==> config.mk <==
export PLATFORM = sky130hd
export DESIGN_NAME = if_id_buffer
export DESIGN_NICKNAME = d
export VERILOG_FILES = /design/src/rtl/if_id_buffer.sv
export SDC_FILE = /design/constraint.sdc
export NUM_CORES = 1
export LEC_CHECK = 0
export CAP_MARGIN = 20
export CORE_ASPECT_RATIO = 1.75
export CORE_MARGIN = 1
export CORE_UTILIZATION = 25
export DETAILED_ROUTE_END_ITERATION = 10
export PLACE_DENSITY = 0.48
export SYNTH_ARGS = -nofsm -noshare
export SYNTH_HDL_FRONTEND = slang
export SYNTH_SLANG_ARGS = --single-unit
==> constraint.sdc <==
create_clock -name clk -period 8.85 [get_ports clk]
set_clock_uncertainty 0.2 [all_clocks]
set_input_delay 1.77 -clock clk [delete_from_list [all_inputs] [get_ports clk]]
set_output_delay 1.77 -clock clk [all_outputs]
set_load 0.03 [all_outputs]
==> src/rtl/if_id_buffer.sv <==
// if_id_buffer: IF->ID instruction FIFO with flush, head pre-split into immediate fields
module if_id_buffer #(
  parameter int DEPTH = 2
) (
  input  logic                       clk,
  input  logic                       rst,
  input  logic                       flush,
  input  logic                       if_valid,
  output logic                       if_ready,
  input  logic [31:0]                if_pc,
  input  logic [31:0]                if_instr,
  output logic                       id_valid,
  input  logic                       id_ready,
  output logic [31:0]                id_pc,
  output logic [31:0]                id_instr,
  output logic [4:0]                 id_shamt,
  output logic [15:0]                id_imm16,
  output logic                       id_imm_sign,
  output logic [17:0]                id_br_off,
  output logic [$clog2(DEPTH):0]     count
);
  localparam int AW = $clog2(DEPTH);
  localparam logic [AW:0] FULL = (AW+1)'(DEPTH);
  logic [31:0]   pc_mem    [DEPTH];
  logic [31:0]   instr_mem [DEPTH];
  logic [AW-1:0] wr_ptr, rd_ptr;
  logic          push, pop;
  logic [5:0]    op;
  assign if_ready = count != FULL;
  assign id_valid = count != '0;
  assign push = if_valid & if_ready & ~flush;
  assign pop  = id_valid & id_ready & ~flush;
  always_ff @(posedge clk or posedge rst)
    if (rst) begin
      wr_ptr <= '0;
      rd_ptr <= '0;
      count  <= '0;
    end else if (flush) begin
      wr_ptr <= '0;
      rd_ptr <= '0;
      count  <= '0;
    end else begin
      wr_ptr <= wr_ptr + AW'(push);
      rd_ptr <= rd_ptr + AW'(pop);
      count  <= count + (AW+1)'(push) - (AW+1)'(pop);
    end
  always_ff @(posedge clk)
    if (push) begin
      pc_mem[wr_ptr]    <= if_pc;
      instr_mem[wr_ptr] <= if_instr;
    end
  // Empty reads as a NOP so decode never sees stale storage
  assign id_pc       = id_valid ? pc_mem[rd_ptr] : '0;
  assign id_instr    = id_valid ? instr_mem[rd_ptr] : '0;
  assign op          = id_instr[31:26];
  assign id_shamt    = id_instr[10:6];
  assign id_imm16    = id_instr[15:0];
  assign id_imm_sign = !(op == 6'h0C || op == 6'h0D || op == 6'h0E);
  assign id_br_off   = {id_instr[15:0], 2'b00};
endmodule

==> summary.md <==
| Metric | Value |
|---|---|
| Final-report hold violation count | 0 |
| Setup repair after global routing missed its margin | no |
| Worst setup SP type | flip-flop |
| Top-level I/O count | 177 |
| Total number of nets in the final design | 554 |
| Worst setup path startpoint | count[1] |
| Number of buffers added to fix hold violations after cts | 0 |
| Syn_area_per_cell | 15.8 um^2 |
| Leakage power summed over all cells | 2.56 nW |
| Cell chosen for the clock root | sky130_fd_sc_hd__clkbuf_16 |
| Max stage delay cell, worst path | sky130_fd_sc_hd__nor2_4 |
| Proportion of layout cells with a drive suffix above 1 | 0.0730 |
| Cell area after synthesis | 0.00536 mm^2 |
| Count of flip-flops with a built-in enable after synthesis | 128 |
| Antenna-violating nets left | 0 |
| Sw Ratio | 0.305 |
| Maximum buffer depth of the clock tree | 2 |
| Predominant post-synthesis flop cell | sky130_fd_sc_hd__edfxtp_1 |
| Final worst-path setup slack | 3600 ps |
| TritonCTS sink count | 132 |
| R2R Path Start | count[0] |
| Die Ht | 196 um |
| Portion of total power attributed to sequential cells | 0.344 |
| FF-to-FF End | pc_mem[1][5] |
| Via count of the first global-routing pass | 3369 |
| Post-detailed-placement half-perimeter wirelength | 7.56 mm |
| Violation count after the first detailed-routing iteration | 87 |
| Part of the cycle the worst path needs | 0.594 |
| Yosys warnings | 0 |
| Input/output buffers | 174 |
| Req. time, crit path | 6880 ps |
| Cell variety after synth | 20 |
| Power Total | 0.00218 W |
| Number of antenna violations at the first check in global routing | 2 |
| Combinational power share | 0.295 |
| Detail-routed via count per cell | 4.13 |
| Delay of the slowest critical-path stage | 750 ps |
| Global router's overall resource usage | 0.109 |
| Slew at the pin closest to its max-slew limit | 1000 ps |
| Routability cong. | 0.720 |
| Result of the run | finished clean |
| Final design instance area without fill | 0.00776 mm^2 |
| Count of standard-cell rows | 70 |
| Hold/Removal Path Class | reg2reg |
| Total of endpoints with negative setup slack in the final report | 0 |
| TritonCTS clock tree | yes |
| Synthesized netlist cell count | 338 |
| Post-Route WL | 11.5 mm |
| Setup bufs post-CTS | 0 |
| Synth Register Bits | 132 |
| Worst-skew pair later-pin latency | 410 ps |
| Critical Path Sink Type | primary output |
| Via count | 3079 |
| CTS clk-pin slew, worst paths | 60 ps |
| Post-synthesis sequential area ratio | 0.736 |
| Number of antenna cells inserted | 0 |
| Max-slew violations | 0 |
| Starting utilization of the core area | 0.256 |
| Synth async-reset ratio | 0.0303 |
| Min Clock Period, post-route | 5250 ps |
| Depth of the worst register-to-register path | 4 |
| Minimum setup slack among reg-to-reg paths | 6450 ps |
| Slew Limit Headroom | 0.333 |
| Pre-Repair DR Iteration Count | 4 |
| Max FO, Critical Path | 37 |
| Largest vdd supply drop | 0.000114 V |
| Average wire per standard cell | 15.4 um |
| First-pass GRT wire length | 17.7 mm |
| TritonCTS Buffers | 17 |
| Overflow after GRT | 0 |
| Last element of the critical path | id_imm_sign |
| Cell Chain, Critical Path | nor2_4 > buf_4 > nor2_1 > or4b_1 > clkdlybuf4s50_1 |
| Net switching power figure | 0.000665 W |
| Worst slack at placement | 3920 ps |
| Area after detailed placement | 0.00710 mm^2 |
| DRC | 0 |
| Total power per unit cell area | 281 mW/mm^2 |
| Setup TNS | 0 ps |
| Share of power burned in the clock network | 0.360 |
| CP Data Arrival Time | 3280 ps |
| Path type of the worst setup path | reg2out |
| Number of max-cap violations | 0 |
| Pin count of the biggest net entering global routing | 65 |
| Number of instances resized during post-cts repair | 0 |
| Maximum level of the CTS H-tree | 4 |
| Core area | 0.0209 mm^2 |
| Post-synthesis to final-layout area growth | 44.9% |
| Int Pwr | 0.00151 W |
| Area of the die | 0.0220 mm^2 |
| X dimension of the die | 113 um |
| Fmax | 190 MHz |
layout make-up:
class | count | area [um^2]
Clock buffer | 18 | 429
Clock inverter | 13 | 231
Fill cell | 2007 | 13200
Inverter | 5 | 18.8
Multi-Input combinational cell | 149 | 1060
Sequential cell | 132 | 3950
Tap cell | 252 | 315
Timing Repair Buffer | 176 | 1760
power groups by stage:
| stage | Sequential [W] | Clock (W) | Combinational [W] |
|---|---|---|---|
| floorplan | 0.000751 | 0 | 0.000435 |
| detailed placement | 0.000764 | 0 | 0.000655 |
| CTS | 0.000752 | 0.000809 | 0.000657 |
| global route | 0.000754 | 0.000831 | 0.000683 |
| finish | 0.000750 | 0.000786 | 0.000644 |
| global placement | 0.000762 | 0 | 0.000653 |
stage by stage:
stage	hold WS [ps]	util	std cells
after floorplan	395	-	339
after global placement	484	0.339	714
after detailed placement	508	0.339	714
after CTS	530	0.371	745
after global routing	552	0.371	745
final	519	0.371	745
state kept, by name, indices dropped and copies added (netlist names):
signal,flops
rd_ptr,1
wr_ptr,1
count,2
pc_mem,64
instr_mem,64
layer usage:
metal | wire length, um | vias up | GRT usage
met2 | 6450 | 121 | 0.209
met5 | 16 | - | 0
met4 | 198 | 2 | 0.0519
met3 | 751 | 15 | 0.0372
met1 | 4080 | 1475 | 0.100
li1 | - | 1466 | -
worst min path at each step:
stage,to,from,slack (ps),depth (start not counted)
6_report,wr_ptr,wr_ptr,520,3
5_1_grt,wr_ptr,wr_ptr,550,3
4_1_cts,wr_ptr,wr_ptr,530,3
3_5_place_dp,wr_ptr,wr_ptr,510,3
3_3_place_gp,wr_ptr,wr_ptr,480,3
2_1_floorplan,wr_ptr,wr_ptr,390,3
cells in the final DEF (no fill, tap or decap):
master                            instances
sky130_fd_sc_hd__o21ai_0                  1
sky130_fd_sc_hd__nand3b_1                 1
sky130_fd_sc_hd__xnor2_1                  1
sky130_fd_sc_hd__clkbuf_16               17
sky130_fd_sc_hd__bufinv_16                6
sky130_fd_sc_hd__buf_4                    2
sky130_fd_sc_hd__xor2_1                   2
sky130_fd_sc_hd__or4b_1                   1
sky130_fd_sc_hd__inv_1                    5
sky130_fd_sc_hd__nor2b_1                  1
sky130_fd_sc_hd__nor2_1                  68
sky130_fd_sc_hd__clkinv_2                 2
sky130_fd_sc_hd__ha_1                     2
sky130_fd_sc_hd__clkinv_4                 2
sky130_fd_sc_hd__clkinvlp_4               2
sky130_fd_sc_hd__mux2i_1                 64
sky130_fd_sc_hd__clkbuf_1                 1
sky130_fd_sc_hd__nor2_4                   1
sky130_fd_sc_hd__nor3_1                   2
sky130_fd_sc_hd__inv_6                    1
sky130_fd_sc_hd__conb_1                   2
sky130_fd_sc_hd__dfrtp_4                  1
sky130_fd_sc_hd__clkdlybuf4s50_1        174
sky130_fd_sc_hd__dfrtp_1                  3
sky130_fd_sc_hd__nand2b_1                 1
sky130_fd_sc_hd__edfxtp_1               128
sky130_fd_sc_hd__ha_4                     2
worst max-delay path: cells and delay by family, from the launching register on:
kind | cells | cell delay [ps]
DFF | 1 | 440
buffers and inverters | 2 | 1050
and+or+nand+nor | 3 | 1380
cell usage after synthesis (2+ instances only):
master | count | area, um^2
sky130_fd_sc_hd__edfxtp_1 | 128 | 3840
sky130_fd_sc_hd__nor2_1 | 68 | 255
sky130_fd_sc_hd__mux2i_1 | 64 | 641
sky130_fd_sc_hd__buf_4 | 41 | 308
sky130_fd_sc_hd__buf_1 | 6 | 22.5
sky130_fd_sc_hd__buf_2 | 5 | 25.0
sky130_fd_sc_hd__inv_1 | 5 | 18.8
sky130_fd_sc_hd__dfrtp_1 | 4 | 100
sky130_fd_sc_hd__ha_1 | 4 | 50.1
sky130_fd_sc_hd__nor3_1 | 2 | 10.0
sky130_fd_sc_hd__xor2_1 | 2 | 17.5
kinds of logic after synthesis:
| group | after synthesis | share of synthesized area |
|---|---|---|
| and+or+nand+nor | 75 | 0.0563 |
| adders and majority gates | 4 | 0.00934 |
| AOI/OAI and AO/OA | 1 | 0.000933 |
| other | 1 | 0.000700 |
| DFF | 132 | 0.736 |
| muxes | 64 | 0.120 |
| buffers and inverters | 58 | 0.0719 |
| xor gates and xnor gates | 3 | 0.00491 |
(Power assumes the default switching activity.)
